**config.mk**
```make
export PLATFORM = sky130hd
export DESIGN_NAME = fetch_stage_flat
export DESIGN_NICKNAME = d
export VERILOG_FILES = /design/src/rtl/mips_pkg.sv /design/src/rtl/fetch_stage_if.sv /design/src/rtl/fetch_pc_reg.sv /design/src/rtl/fetch_stage.sv /design/src/flat_wrapper.sv
export SDC_FILE = /design/constraint.sdc
export NUM_CORES = 1
export LEC_CHECK = 0
export CAP_MARGIN = 20
export CORE_AREA = 3 3 129 131
export CTS_CLUSTER_DIAMETER = 40
export DETAILED_ROUTE_END_ITERATION = 16
export DIE_AREA = 0 0 132 134
export GPL_TIMING_DRIVEN = 0
export PLACE_DENSITY = 0.77
export SETUP_SLACK_MARGIN = 0.1
export SYNTH_ARGS = -nofsm -noshare
export SYNTH_HDL_FRONTEND = slang
export SYNTH_SLANG_ARGS = --single-unit
```
**constraint.sdc**
```tcl
create_clock -name CLK -period 3 [get_ports CLK]
set_input_delay 0.75 -clock CLK [delete_from_list [all_inputs] [get_ports CLK]]
set_output_delay 0.75 -clock CLK [all_outputs]
set_load 0.02 [all_outputs]
```
**src/rtl/mips_pkg.sv**
```systemverilog
// Shared MIPS core types and constants used by the fetch stage.
// Latency: none (declarations only).
// Backpressure: none (declarations only).
package mips_pkg;

    localparam int ADDR_W  = 32;
    localparam int INSTR_W = 32;

    localparam logic [31:0] MIPS_NOP         = 32'h0000_0000;
    localparam logic [31:0] DEFAULT_RESET_PC = 32'h0000_0000;

    // Fetch sequencer states
    typedef enum logic [1:0] {
        FS_IDLE    = 2'd0,
        FS_WAIT    = 2'd1,
        FS_DISCARD = 2'd2,
        FS_HOLD    = 2'd3
    } fetch_state_e;

    // PC register load selection
    typedef enum logic [1:0] {
        PC_HOLD = 2'd0,
        PC_INC  = 2'd1,
        PC_LOAD = 2'd2
    } pc_sel_e;

endpackage

```
**src/rtl/fetch_stage_if.sv**
```systemverilog
// Fetch-stage bundle: hazard/redirect inputs, instruction-memory port, fetch-to-decode outputs.
// Latency: none (wiring only).
// Backpressure: memory stalls via IMemReady, pipeline stalls via StallF.
interface fetch_stage_if #(
    parameter int ADDR_WIDTH  = 32,
    parameter int INSTR_WIDTH = 32
);
    logic                   StallF;
    logic                   PCSrcD;
    logic [ADDR_WIDTH-1:0]  PCBranchD;
    logic                   JumpD;
    logic [ADDR_WIDTH-1:0]  PCJumpD;
    logic                   IMemReq;
    logic [ADDR_WIDTH-1:0]  IMemAddr;
    logic [INSTR_WIDTH-1:0] IMemRdata;
    logic                   IMemReady;
    logic [ADDR_WIDTH-1:0]  PCF;
    logic [ADDR_WIDTH-1:0]  PCPlus4F;
    logic [INSTR_WIDTH-1:0] InstrF;
    logic                   FetchValidF;

    // Fetch stage side
    modport master (
        input  StallF, PCSrcD, PCBranchD, JumpD, PCJumpD, IMemRdata, IMemReady,
        output IMemReq, IMemAddr, PCF, PCPlus4F, InstrF, FetchValidF
    );

    // Environment side (memory, decode, hazard unit)
    modport slave (
        output StallF, PCSrcD, PCBranchD, JumpD, PCJumpD, IMemRdata, IMemReady,
        input  IMemReq, IMemAddr, PCF, PCPlus4F, InstrF, FetchValidF
    );
endinterface

```
**src/rtl/fetch_pc_reg.sv**
```systemverilog
// Program counter register with hold / +4 / load-target mux; targets are word-aligned on load.
// Latency: one clock from sel/target to pc; pc_plus4 is combinational from pc.
// Backpressure: none; PC_HOLD freezes the value.
module fetch_pc_reg
    import mips_pkg::*;
#(
    parameter int                     ADDR_WIDTH = ADDR_W,
    parameter logic [ADDR_WIDTH-1:0]  RESET_PC   = ADDR_WIDTH'(DEFAULT_RESET_PC)
) (
    input  logic                  CLK,
    input  logic                  RST,
    input  pc_sel_e               sel,
    input  logic [ADDR_WIDTH-1:0] target,
    output logic [ADDR_WIDTH-1:0] pc,
    output logic [ADDR_WIDTH-1:0] pc_plus4
);

    // Wraps modulo 2^ADDR_WIDTH
    assign pc_plus4 = pc + ADDR_WIDTH'(4);

    // PC update: low two bits are always forced to zero
    always_ff @(posedge CLK or posedge RST) begin
        if (RST) begin
            pc <= {RESET_PC[ADDR_WIDTH-1:2], 2'b00};
        end else begin
            case (sel)
                PC_INC:  pc <= pc_plus4;
                PC_LOAD: pc <= {target[ADDR_WIDTH-1:2], 2'b00};
                default: pc <= pc;
            endcase
        end
    end

endmodule

```
**src/rtl/fetch_stage.sv**
```systemverilog
// MIPS instruction fetch: owns the PC, runs the variable-latency imem handshake, applies redirects/stalls.
// Latency: InstrF combinational from IMemRdata in WAIT, from InstrBuf in HOLD; one instr/clk at zero wait.
// Backpressure: IMemReady=0 holds the request; StallF parks a fetched instruction in InstrBuf.
module fetch_stage
    import mips_pkg::*;
#(
    parameter int                     ADDR_WIDTH  = ADDR_W,
    parameter int                     INSTR_WIDTH = INSTR_W,
    parameter logic [ADDR_WIDTH-1:0]  RESET_PC    = ADDR_WIDTH'(DEFAULT_RESET_PC)
) (
    input  logic          CLK,
    input  logic          RST,
    fetch_stage_if.master bus
);

    localparam logic [1:0] ST_IDLE    = FS_IDLE;
    localparam logic [1:0] ST_WAIT    = FS_WAIT;
    localparam logic [1:0] ST_DISCARD = FS_DISCARD;
    localparam logic [1:0] ST_HOLD    = FS_HOLD;

    logic [1:0]             state, state_nxt;
    logic [INSTR_WIDTH-1:0] instr_buf, instr_buf_nxt;
    logic [ADDR_WIDTH-1:0]  pend_tgt, pend_tgt_nxt;
    logic [ADDR_WIDTH-1:0]  pc, pc_plus4, pc_tgt, target;
    pc_sel_e                pc_sel;
    logic                   redirect;
    logic                   req, valid;
    logic [INSTR_WIDTH-1:0] instr;

    // Branch beats jump when both resolve in the same cycle
    assign redirect = bus.PCSrcD | bus.JumpD;
    assign target   = bus.PCSrcD ? {bus.PCBranchD[ADDR_WIDTH-1:2], 2'b00}
                                 : {bus.PCJumpD[ADDR_WIDTH-1:2], 2'b00};

    fetch_pc_reg #(
        .ADDR_WIDTH (ADDR_WIDTH),
        .RESET_PC   (RESET_PC)
    ) u_pc (
        .CLK      (CLK),
        .RST      (RST),
        .sel      (pc_sel),
        .target   (pc_tgt),
        .pc       (pc),
        .pc_plus4 (pc_plus4)
    );

    // Next-state, PC selection and output decode; redirect > stall > advance
    always_comb begin
        state_nxt     = state;
        instr_buf_nxt = instr_buf;
        pend_tgt_nxt  = pend_tgt;
        pc_sel        = PC_HOLD;
        pc_tgt        = target;
        req           = 1'b0;
        valid         = 1'b0;
        instr         = INSTR_WIDTH'(MIPS_NOP);
        case (state)
            ST_IDLE: begin
                state_nxt = ST_WAIT;
                if (redirect) pc_sel = PC_LOAD;
            end
            ST_WAIT: begin
                req = 1'b1;
                if (bus.IMemReady) begin
                    if (redirect) begin
                        pc_sel = PC_LOAD;
                    end else begin
                        valid = 1'b1;
                        instr = bus.IMemRdata;
                        if (bus.StallF) begin
                            instr_buf_nxt = bus.IMemRdata;
                            state_nxt     = ST_HOLD;
                        end else begin
                            pc_sel = PC_INC;
                        end
                    end
                end else if (redirect) begin
                    pend_tgt_nxt = target;
                    state_nxt    = ST_DISCARD;
                end
            end
            ST_DISCARD: begin
                // Old request must complete before the new address can be issued
                req = 1'b1;
                if (redirect) pend_tgt_nxt = target;
                if (bus.IMemReady) begin
                    pc_tgt    = redirect ? target : pend_tgt;
                    pc_sel    = PC_LOAD;
                    state_nxt = ST_WAIT;
                end
            end
            default: begin
                valid = 1'b1;
                instr = instr_buf;
                if (redirect) begin
                    pc_sel        = PC_LOAD;
                    instr_buf_nxt = INSTR_WIDTH'(MIPS_NOP);
                    state_nxt     = ST_WAIT;
                end else if (!bus.StallF) begin
                    pc_sel    = PC_INC;
                    state_nxt = ST_WAIT;
                end
            end
        endcase
    end

    // Sequencer state and side buffers
    always_ff @(posedge CLK or posedge RST) begin
        if (RST) begin
            state     <= ST_IDLE;
            instr_buf <= INSTR_WIDTH'(MIPS_NOP);
            pend_tgt  <= '0;
        end else begin
            state     <= state_nxt;
            instr_buf <= instr_buf_nxt;
            pend_tgt  <= pend_tgt_nxt;
        end
    end

    assign bus.IMemReq     = req;
    assign bus.IMemAddr    = pc;
    assign bus.PCF         = pc;
    assign bus.PCPlus4F    = pc_plus4;
    assign bus.InstrF      = instr;
    assign bus.FetchValidF = valid;

endmodule

```
**src/flat_wrapper.sv**
```systemverilog
// flat-port wrapper written by rule: the top's interface ports become plain ports
module fetch_stage_flat import mips_pkg::*;
#(
    parameter int                     ADDR_WIDTH  = ADDR_W,
    parameter int                     INSTR_WIDTH = INSTR_W,
    parameter logic [ADDR_WIDTH-1:0]  RESET_PC    = ADDR_WIDTH'(DEFAULT_RESET_PC)
)
  (CLK, RST, bus_StallF, bus_PCSrcD, bus_PCBranchD, bus_JumpD, bus_PCJumpD, bus_IMemRdata, bus_IMemReady, bus_IMemReq, bus_IMemAddr, bus_PCF, bus_PCPlus4F, bus_InstrF, bus_FetchValidF);
  fetch_stage_if #(.ADDR_WIDTH(ADDR_WIDTH), .INSTR_WIDTH(INSTR_WIDTH)) bus_i ();
  input  logic CLK;
  input  logic RST;
  input wire logic [$bits(bus_i.StallF)-1:0] bus_StallF;
  input wire logic [$bits(bus_i.PCSrcD)-1:0] bus_PCSrcD;
  input wire logic [$bits(bus_i.PCBranchD)-1:0] bus_PCBranchD;
  input wire logic [$bits(bus_i.JumpD)-1:0] bus_JumpD;
  input wire logic [$bits(bus_i.PCJumpD)-1:0] bus_PCJumpD;
  input wire logic [$bits(bus_i.IMemRdata)-1:0] bus_IMemRdata;
  input wire logic [$bits(bus_i.IMemReady)-1:0] bus_IMemReady;
  output wire logic [$bits(bus_i.IMemReq)-1:0] bus_IMemReq;
  output wire logic [$bits(bus_i.IMemAddr)-1:0] bus_IMemAddr;
  output wire logic [$bits(bus_i.PCF)-1:0] bus_PCF;
  output wire logic [$bits(bus_i.PCPlus4F)-1:0] bus_PCPlus4F;
  output wire logic [$bits(bus_i.InstrF)-1:0] bus_InstrF;
  output wire logic [$bits(bus_i.FetchValidF)-1:0] bus_FetchValidF;
  assign bus_i.StallF = bus_StallF;
  assign bus_i.PCSrcD = bus_PCSrcD;
  assign bus_i.PCBranchD = bus_PCBranchD;
  assign bus_i.JumpD = bus_JumpD;
  assign bus_i.PCJumpD = bus_PCJumpD;
  assign bus_i.IMemRdata = bus_IMemRdata;
  assign bus_i.IMemReady = bus_IMemReady;
  assign bus_IMemReq = bus_i.IMemReq;
  assign bus_IMemAddr = bus_i.IMemAddr;
  assign bus_PCF = bus_i.PCF;
  assign bus_PCPlus4F = bus_i.PCPlus4F;
  assign bus_InstrF = bus_i.InstrF;
  assign bus_FetchValidF = bus_i.FetchValidF;
  fetch_stage #(.ADDR_WIDTH(ADDR_WIDTH), .INSTR_WIDTH(INSTR_WIDTH), .RESET_PC(RESET_PC)) u_core (.CLK(CLK), .RST(RST), .bus(bus_i));
endmodule
```
Word level (Yosys, flattened, before mapping)
Cells that the tools add are included.
- bits in registers: 98
- input bits: 102
- output and inout port bits: 130
- $add $sub $neg: 1
- equal/unequal tests: 12
- muxes and demuxes: 33
- bitwise operators: 2
- reduce and logical (&&, ||, !) cells: 10
- operator list (kind ; count):
    $mux 32 ; 11
    $pmux 32 s2 ; 4
    $add 32x3->32 const B ; 1
    $mux 2 ; 11
    $pmux 2 s3 ; 2
    $reduce_and 5->1 ; 2
    $ne 2x2->1 const B ; 4
    $reduce_bool 2->1 ; 4
    $ne 3x2->1 const B ; 2
    $ne 5x1->1 const B ; 1
    $eq 2x1->1 const B ; 2
    $eq 2x2->1 const B ; 2
    $mux 1 ; 4
    $reduce_or 2->1 ; 2
    $ne 3x3->1 const B ; 1
    $logic_not 2->1 ; 1
    $pmux 1 s2 ; 1
    $reduce_and 2->1 ; 1
    $not 1->1 ; 1
    $or 1x1->1 ; 1

Logic depth before layout (Yosys ltp)
Gate-level depths: netlist of run 1.
- depth in word-level cells: 6
- depth in mapped cells: 14
- mapped depth without buffers: 11

By module
Synthesis of run 1 repeated with hierarchy kept, for this count alone.
- cells, all modules: 687
- area, all modules: 6620.1 sq um
- modules (own cells, without submodules) (module ; instances ; cells an instance ; area each (sq um)):
    fetch_stage ; 1 ; 393 ; 4161.5
    fetch_pc_reg ; 1 ; 294 ; 2458.6

Worst setup path after synthesis of run 1
Ideal clock, no wire load.
- path type: input to register
- start point: input port bus_PCSrcD
- end point: register u_core.u_pc.pc[31]
- library setup time: 0.070 ns
- data arrival time: 2.984 ns
- data required time: 2.930 ns
- setup slack: -0.054 ns
- stages: 8
- buffers on the path: 3
- cell sequence: buf_2 > clkbuf_1 > or4_1 > ha_1 > or2_2 > clkbuf_1 > or4_1 > nand3_1
- word-level cells in the longest chain between the ends: 6
- elaborated cells between the ends (all ways): 13
- classes of those cells: eq/ne: 2; mux: 9; bitwise: 1; reduce/logical: 1
- ends and longest elaborated chain (element ; RTL line ; RTL):
    start, declared ; flat_wrapper.sv:13 ; input wire logic [$bits(bus_i.PCSrcD)-1:0] bus_PCSrcD;
    $or 1x1->1 ; fetch_stage.sv:31 ; assign redirect = bus.PCSrcD | bus.JumpD;
    $mux 2 ; fetch_stage.sv:95 ; if (redirect) begin
    $mux 2 ; fetch_stage.sv:64 ; if (bus.IMemReady) begin
    $pmux 2 s3 ; fetch_stage.sv:57 ; case (state)
    $eq 2x2->1 / $eq 2x1->1 (equally long branches) ; fetch_pc_reg.sv:26 ; case (sel)
    $pmux 32 s2 / $reduce_bool 2->1 (equally long branches) ; n/a ;
    end signal, assigned ; fetch_pc_reg.sv:27 ; PC_INC: pc <= pc_plus4;
    end signal, assigned ; fetch_pc_reg.sv:28 ; PC_LOAD: pc <= {target[ADDR_WIDTH-1:2], 2'b00};
    end signal, assigned ; fetch_pc_reg.sv:29 ; default: pc <= pc;
    end, declared ; fetch_pc_reg.sv:14 ; output logic [ADDR_WIDTH-1:0] pc,
Parallel ways exist; a longest one is shown, timed or not.
A chain may end at the register's enable or synchronous reset.

Final worst setup path of run 1
- start point: register u_core.u_pc.pc[2]
- end point: output port bus_PCPlus4F[30]
- word-level cells in the longest chain between the ends: 1
- ends and longest elaborated chain (element ; RTL line ; RTL):
    start signal, assigned ; fetch_pc_reg.sv:24 ; pc <= {RESET_PC[ADDR_WIDTH-1:2], 2'b00};
    start signal, assigned ; fetch_pc_reg.sv:27 ;
    start signal, assigned ; fetch_pc_reg.sv:28 ;
    $add 32x3->32 ; fetch_pc_reg.sv:19 ; assign pc_plus4 = pc + ADDR_WIDTH'(4);
    end, declared ; flat_wrapper.sv:22 ; output wire logic [$bits(bus_i.PCPlus4F)-1:0] bus_PCPlus4F;
No other way between the ends.

==> implementation parameters, run 1 <==
Parameter                              Value

Outcome
  Run status ... finished clean

Worst setup path
  Worst setup path class ... flop to output pin
  Required @ worst endpoint ... 2.25 ns
  Worst Setup End Kind ... output pin
  CP max FO ... 8
  Highest-delay cell along the critical path ... sky130_fd_sc_hd__dfrtp_2
  Worst Setup SP ... u_core.u_pc.pc[2]
  Critical Path, Cell by Cell ... ha_4 -> and3_4 -> and2_1 -> buf_6 -> and2_4 -> nand4_1 -> xnor2_2 -> buf_4
  Kind of cell adding the most delay to the critical path ... simple AND/OR/NAND/NOR gates
  CP Launch Type ... flop
  Count of buffering cells on the critical path with inverters included ... 2
  Stage delay of the slowest cell on the critical path ... 0.41 ns
  Signal arrival time at the worst endpoint ... 2.12 ns
  Reg-to-Reg Start ... u_core.state[1]

Routing
  DRT Pass-1 Iters ... 5
  DRC violation total after the first TritonRoute iteration ... 598
  Vias post-DR ... 6889
  Final WL ... 22800 µm
  Routed wire per std cell ... 18.3 µm
  Antenna Violating Nets Remaining ... 0
  Post-detailed-route DRC marker count ... 0
  Detailed-route vias per instance ... 5.54

Worst hold path
  Startpoint of the most critical hold path ... u_core.instr_buf[8]
  Type of the most critical hold path ... flop to flop

CTS
  Root buffer selected by CTS ... sky130_fd_sc_hd__clkbuf_16
  Buffers from clock root to sink, at most ... 2
  Hold-fix buffers at CTS ... 0
  Max H-tree Level ... 3
  Clock edge transition at the registers on the reported setup and hold paths ... 0.07 ns
  Number of buffers created by CTS ... 9
  Worst-Skew Late Latency ... 0.35 ns
  CTS tree ... built
  Number of sinks handled by clock tree synthesis ... 94

Yosys
  Flop and latch count out of synthesis ... 94
  Post-Synthesis Cell Area ... 6400 µm²
  Dominant cells by area after synthesis ... sky130_fd_sc_hd__dfrtp_1 37%, sky130_fd_sc_hd__nand2_1 6.4%, sky130_fd_sc_hd__o21ai_0 6.3%
  Share of Yosys cell area claimed by the top area cell type ... 0.367
  Flip-flop cell with the highest count after synthesis ... sky130_fd_sc_hd__dfrtp_1
  Top cell types by occurrence after synthesis ... 110 x sky130_fd_sc_hd__nand2_1, 94 x sky130_fd_sc_hd__dfrtp_1, 81 x sky130_fd_sc_hd__o21ai_0, 45 x sky130_fd_sc_hd__nor2_1, 43 x sky130_fd_sc_hd__clkbuf_1
  EDFF count, synth ... 0
  Post-synth cell types ... 65
  Yosys warning total ... 0
  Share of async-settable or async-resettable flops after synthesis ... 1.00
  Synthesized instance count ... 762
  Sequential fraction of the synthesis area ... 0.367
  Leading area contributor after synthesis ... sky130_fd_sc_hd__dfrtp_1
  Mean post-synth cell area ... 8.40 µm²
  Most frequently used cell type in the post-synthesis netlist ... sky130_fd_sc_hd__nand2_1

Timing
  Final number of max-transition violations ... 0
  # setup viols final ... 0
  Worst hold slack ... 0.483 ns
  Minimum period implied by the final worst setup slack ... 2.87 ns
  Least-Margin Pin Slew ... 0.635 ns
  Final number of hold-violating endpoints ... 0
  Rel. slew slack ... 0.575
  Period utilization ... 0.958
  Peak clock frequency supported by timing ... 0.348 GHz
  Final worst clock skew ... 0.0119 ns
  RSZ-0062 raised after global routing ... true

Pwr
  Power per Cell Area ... 1130 nW/µm²
  Leakage power ... 4.28 nW
  Highest ir drop seen on vdd ... 0.466 mV
  Total chip power ... 10.7 mW

Place
  Cell count after placement ... 1204
  RD Place Congestion ... 0.959
  Placed cell area ... 8970 µm²
  Buffers on Ports ... 219
  Detailed-placement wirelength estimate ... 17000 µm

GRT
  Number of antenna violations at the first check in global routing ... 0
  Number of global-route vias before repair ... 6587
  Overall overflow remaining after global route ... 0
  Wire length of the first global-routing pass ... 35600 µm
  Maximum number of pins on one net before global-route repair ... 40
  Overall routing resource usage ... 0.248

Floorplan
  Die Area ... 17700 µm²
  Width of the die ... 132 µm
  Site row count ... 46
  Core box area ... 15700 µm²
  Top-level port count ... 232
  Initial standard-cell utilization of the core ... 0.407
  Die Span Y ... 134 µm

Finish
  Layout Cell Area excl Fill ... 9540 µm²
  Number of inserted filler cells in the final layout ... 1451
  Antenna cell count ... 0
  Core utilization of the finished layout ... 0.607
  Final net count ... 1132
  Final cell count without fillers ... 1243
  Layout cells sized above 1 ... 0.212
  Post-synthesis to final-layout area growth ... 49.0%

Flow run
  # Max-Cap Violations ... 0
worst min-delay path, delay by kind of cell (launching register included):
family / cells / cell delay (ns)
AOI/OAI and AO/OA: 1 / 0.06
DFF: 1 / 0.35
and+or+nand+nor: 1 / 0.04
layout by cell type, fill, tap and decap left out, types with 8 or more instances in the layout:
cell                              count
sky130_fd_sc_hd__dfrtp_2             10
sky130_fd_sc_hd__inv_1                9
sky130_fd_sc_hd__a22oi_1             16
sky130_fd_sc_hd__nor2b_1             16
sky130_fd_sc_hd__clkbuf_1            26
sky130_fd_sc_hd__buf_2               38
sky130_fd_sc_hd__o21ai_0             81
sky130_fd_sc_hd__nand3_1             26
sky130_fd_sc_hd__a21oi_1             35
sky130_fd_sc_hd__clkbuf_16            9
sky130_fd_sc_hd__mux2i_1             29
sky130_fd_sc_hd__nand2b_1            12
sky130_fd_sc_hd__dfrtp_1             84
sky130_fd_sc_hd__a31oi_1             18
sky130_fd_sc_hd__and3_1               8
sky130_fd_sc_hd__buf_4               80
sky130_fd_sc_hd__nor2_1              40
sky130_fd_sc_hd__a22o_1              32
sky130_fd_sc_hd__xnor2_1             12
sky130_fd_sc_hd__clkdlybuf4s50_1    163
sky130_fd_sc_hd__xor2_1              14
sky130_fd_sc_hd__nand2_1            109
sky130_fd_sc_hd__clkbuf_2            10
power breakdown:
part           total [mW]  switching [mW]  internal [mW]
registers            2.46           0.587           1.88
logic                6.94            3.90           3.04
clock network        1.33           0.501          0.833
total                10.7            4.99           5.74
routing by layer:
| metal | vias up | global-route usage | routed length [µm] | share of wire |
|---|---|---|---|---|
| li1 | 3221 | - | - | - |
| met1 | 3259 | 0.311 | 9180 | 0.40 |
| met2 | 356 | 0.425 | 10900 | 0.48 |
| met3 | 53 | 0.0506 | 1960 | 0.086 |
| met4 | 0 | 0.0904 | 687 | 0.030 |
| met5 | - | 0 | 0 | 0 |
state kept, by name, indices dropped and copies added, names as in the netlist:
signal	flops
u_core.state	2
u_core.pend_tgt	30
u_core.instr_buf	32
u_core.u_pc.pc	30
path summary, 6_finish.rpt:
path | endpoint | slack, ns | cells past startpoint
setup reg to reg | u_core.u_pc.pc[31] | 0.20 | 11
max in group asynchronous | u_core.u_pc.pc[12] | 1.63 | 3
hold / removal | u_core.instr_buf[8] | 0.48 | 2
min in group asynchronous | u_core.pend_tgt[19] | 0.78 | 2
hold reg to reg | u_core.instr_buf[8] | 0.48 | 2
setup / recovery | bus_PCPlus4F[30] | 0.13 | 8
final cells by class:
cell class                 count  area, µm²  share of cell area
tap                          216        270              0.0283
clock inverter                 4       95.1             0.00997
inverter                      11       45.0             0.00472
multi-input combinational    562       3640               0.382
buffer                       100        672              0.0705
timing repair buffer         245       2200               0.231
clock buffer                  11        243              0.0255
sequential                    94       2360               0.248
cell families (layout without fill, tap and decap cells):
family / Yosys count / after routing / share of synthesized area
flops: 94 / 94 / 0.367
buf+inv: 111 / 371 / 0.0922
xor+xnor: 28 / 28 / 0.0383
simple gates: 256 / 256 / 0.197
other cells: 1 / 6 / 0.000586
fa+ha+maj: 7 / 7 / 0.0137
compound gates: 230 / 230 / 0.235
mux: 35 / 35 / 0.0559
timing repair:
action                                  4_1_cts  5_1_grt
pin swaps                                     6        6
hold endpoints to repair                      0        0
resized for setup                           234       67
endpoints found under the setup margin       89       62
setup buffers                                17        7
metrics by stage:
step                      setup WS, ns  TNS [ns]
final                            0.127         0
after global routing            0.0554         0
after CTS                       0.0197         0
after detailed placement        -0.983    -54.64
after global placement           -1.01    -54.44
after floorplan                  0.101         0
No activity file was read; power rests on OpenSTA's default activity.
==> run 2: changes to the inputs <==
--- a/config.mk
+++ b/config.mk
@@ -6,13 +6,14 @@
 export NUM_CORES = 1
 export LEC_CHECK = 0
 export CAP_MARGIN = 20
-export CORE_AREA = 3 3 129 131
+export CORE_AREA = 3 3 124 126
 export CTS_CLUSTER_DIAMETER = 40
 export DETAILED_ROUTE_END_ITERATION = 16
-export DIE_AREA = 0 0 132 134
+export DIE_AREA = 0 0 127 129
 export GPL_TIMING_DRIVEN = 0
-export PLACE_DENSITY = 0.77
+export PLACE_DENSITY = 0.79
 export SETUP_SLACK_MARGIN = 0.1
+export SLEW_MARGIN = 20
 export SYNTH_ARGS = -nofsm -noshare
 export SYNTH_HDL_FRONTEND = slang
 export SYNTH_SLANG_ARGS = --single-unit
==> constraint.sdc (replaced) <==
create_clock -name CLK -period 3.1 [get_ports CLK]
set_input_delay 0.775 -clock CLK [delete_from_list [all_inputs] [get_ports CLK]]
set_output_delay 0.775 -clock CLK [all_outputs]
set_load 0.02 [all_outputs]
==> implementation parameters, run 2 (synthesized netlist as in run 1, its figures left out) <==
Parameter                              Value

Finish
  Leading cell types in the layout, fill and taps excluded ... 163 x sky130_fd_sc_hd__clkdlybuf4s50_1, 109 x sky130_fd_sc_hd__nand2_1, 85 x sky130_fd_sc_hd__dfrtp_1
  Final net count ... 1133
  Antenna cell count ... 0
  Number of inserted filler cells in the final layout ... 1204
  Post-synthesis to final-layout area growth ... 48.1%
  Leading cell type in the layout, fill and taps excluded ... sky130_fd_sc_hd__clkdlybuf4s50_1
  Largest register by flop count ... u_core.instr_buf
  Registers with the most flip-flops ... u_core.instr_buf: 32 flops, u_core.pend_tgt: 30 flops, u_core.u_pc.pc: 30 flops
  Layout cells sized above 1 ... 0.202
  Flip-flop count of the largest register after layout ... 32

Worst setup path
  FF-to-FF setup slack ... 0.24 ns
  Number of cells on the worst reg-to-reg path ... 11
  CP max FO ... 6
  Worst setup path class ... flop to output pin
  CP Launch Type ... flop
  Reg-to-Reg Start ... u_core.state[1]
  Worst setup path endpoint ... bus_PCPlus4F[30]
  Signal arrival time at the worst endpoint ... 2.19 ns
  Reg-to-Reg End ... u_core.u_pc.pc[4]
  Worst Setup SP ... u_core.u_pc.pc[10]
  Worst Setup End Kind ... output pin
  Required @ worst endpoint ... 2.32 ns

Place
  Buffers on Ports ... 219
  RD Place Congestion ... 0.931
  Worst Setup Slack post-DPL ... -1.00 ns
  Detailed-placement wirelength estimate ... 16800 µm

GRT
  Maximum number of pins on one net before global-route repair ... 32
  Wire length of the first global-routing pass ... 34900 µm
  Number of antenna violations at the first check in global routing ... 0
  Overall routing resource usage ... 0.265
  Number of global-route vias before repair ... 6482
  Overall overflow remaining after global route ... 0

Routing
  Antenna Violating Nets Remaining ... 0
  DRC violation total after the first TritonRoute iteration ... 802
  Post-detailed-route DRC marker count ... 0
  Final WL ... 22500 µm
  DRT Pass-1 Iters ... 5
  Vias post-DR ... 6907
  Detailed-route vias per instance ... 5.70
  Routed wire per std cell ... 18.6 µm

Timing
  Peak clock frequency supported by timing ... 0.337 GHz
  Period utilization ... 0.957
  RSZ-0062 raised after global routing ... true
  Final WS setup ... 0.134 ns
  Least-Margin Pin Slew ... 0.605 ns
  Final number of hold-violating endpoints ... 0
  Final worst clock skew ... 0.0100 ns
  # setup viols final ... 0
  Rel. slew slack ... 0.595
  Final number of max-transition violations ... 0
  Minimum period implied by the final worst setup slack ... 2.97 ns

Worst hold path
  Type of the most critical hold path ... flop to flop

Floorplan
  Top-level port count ... 232
  Die Area ... 16400 µm²
  Width of the die ... 127 µm
  Die Span Y ... 129 µm
  Site row count ... 44
  Initial standard-cell utilization of the core ... 0.444
  Core box area ... 14400 µm²

CTS
  Worst-Skew Late Latency ... 0.35 ns
  Buffers from clock root to sink, at most ... 2
  Number of buffers created by CTS ... 9
  Root buffer selected by CTS ... sky130_fd_sc_hd__clkbuf_16
  Number of sinks handled by clock tree synthesis ... 94
  Clock edge transition at the registers on the reported setup and hold paths ... 0.06 ns
  CTS tree ... built
  Max H-tree Level ... 3

Pwr
  Total chip power ... 10.1 mW
  Leakage power ... 4.20 nW
  Power per Cell Area ... 1060 nW/µm²
  Highest ir drop seen on vdd ... 0.467 mV

Flow run
  # Max-Cap Violations ... 0

Outcome
  Run status ... finished clean
[run 2: cell types whose count changed in the layout (fill, tap and decap cells not counted), moves of 2 or more]
cell                              previous run  this run
sky130_fd_sc_hd__buf_2                      38        15
sky130_fd_sc_hd__clkbuf_2                   10        28
sky130_fd_sc_hd__clkdlybuf4s15_2             4        17
sky130_fd_sc_hd__buf_4                      80        74
sky130_fd_sc_hd__clkbuf_8                    7         3
sky130_fd_sc_hd__nor2_1                     40        44
sky130_fd_sc_hd__nor2_2                      5         1
sky130_fd_sc_hd__clkbuf_1                   26        29
sky130_fd_sc_hd__bufinv_16                   3         1
sky130_fd_sc_hd__nand3_1                    26        24
sky130_fd_sc_hd__nand3_2                     0         2
[run 2: what timing repair did]
action,in CTS,in global routing
gates resized for setup,166,85
hold buffers,0,0
setup buffers,8,18
pin swaps,6,9
setup endpoints to repair,86,69
[run 2: critical path, stage by stage, from the launching register on]
cell and delay [ns]:
sky130_fd_sc_hd__dfrtp_1 0.39, sky130_fd_sc_hd__buf_6 0.13, sky130_fd_sc_hd__nand4_1 0.10, sky130_fd_sc_hd__buf_4 0.18
sky130_fd_sc_hd__nor4_4 0.32, sky130_fd_sc_hd__and2_4 0.24, sky130_fd_sc_hd__nand4_1 0.13, sky130_fd_sc_hd__xnor2_1 0.20
sky130_fd_sc_hd__buf_4 0.16
[run 2: how the worst min path moves through the flow]
stage,start,to,slack (ns),cells after the start
2_1_floorplan,u_core.instr_buf[0],u_core.instr_buf[0],0.45,2
6_report,u_core.instr_buf[22],u_core.instr_buf[22],0.49,2
5_1_grt,u_core.instr_buf[23],u_core.instr_buf[23],0.51,2
3_5_place_dp,u_core.instr_buf[22],u_core.instr_buf[22],0.48,2
3_3_place_gp,u_core.instr_buf[3],u_core.instr_buf[3],0.46,2
4_1_cts,u_core.instr_buf[22],u_core.instr_buf[22],0.49,2
[run 2: through the flow]
step	hold slack (ns)	util	setup TNS, ns	cells	area (µm²)
after floorplan	0.450	-	0	767	6440
after global placement	0.462	0.615	-53.14	1170	8870
after detailed placement	0.475	0.619	-54.23	1173	8930
after CTS	0.489	0.648	0	1193	9350
after global routing	0.511	0.657	0	1211	9480
final	0.486	0.657	0	1211	9480
[run 2: report_power, final]
group | internal [mW] | switching (mW)
combinational | 2.87 | 3.73
sequential | 1.81 | 0.583
clock | 0.617 | 0.468
[run 2: metal layers]
metal	wire [µm]	share of wire	vias to the layer above	global-route usage
li1	-	-	3225	-
met1	8810	0.39	3175	0.334
met2	10400	0.46	435	0.429
met3	2420	0.11	72	0.0693
met4	885	0.039	0	0.123
met5	0	0	-	0
[run 2: final cells by class]
class,instances,area (µm²),share of cell area
plain buffers,98,613,0.0647
clock buffers,12,236,0.0249
repair buffers,248,2330,0.245
well taps,184,230,0.0243
clock inverters,2,35.0,0.00370
flip-flops and latches,94,2360,0.249
multi-input cells,562,3630,0.383
inverters,11,45.0,0.00475
==> run 3: changes to the inputs <==
--- a/config.mk
+++ b/config.mk
@@ -5,6 +5,7 @@
 export SDC_FILE = /design/constraint.sdc
 export NUM_CORES = 1
 export LEC_CHECK = 0
+export ABC_AREA = 0
 export CAP_MARGIN = 20
 export CORE_AREA = 3 3 124 126
 export CTS_CLUSTER_DIAMETER = 40
==> results of run 3 <==
Final layout, timing and power as in run 2 (identical DEF).
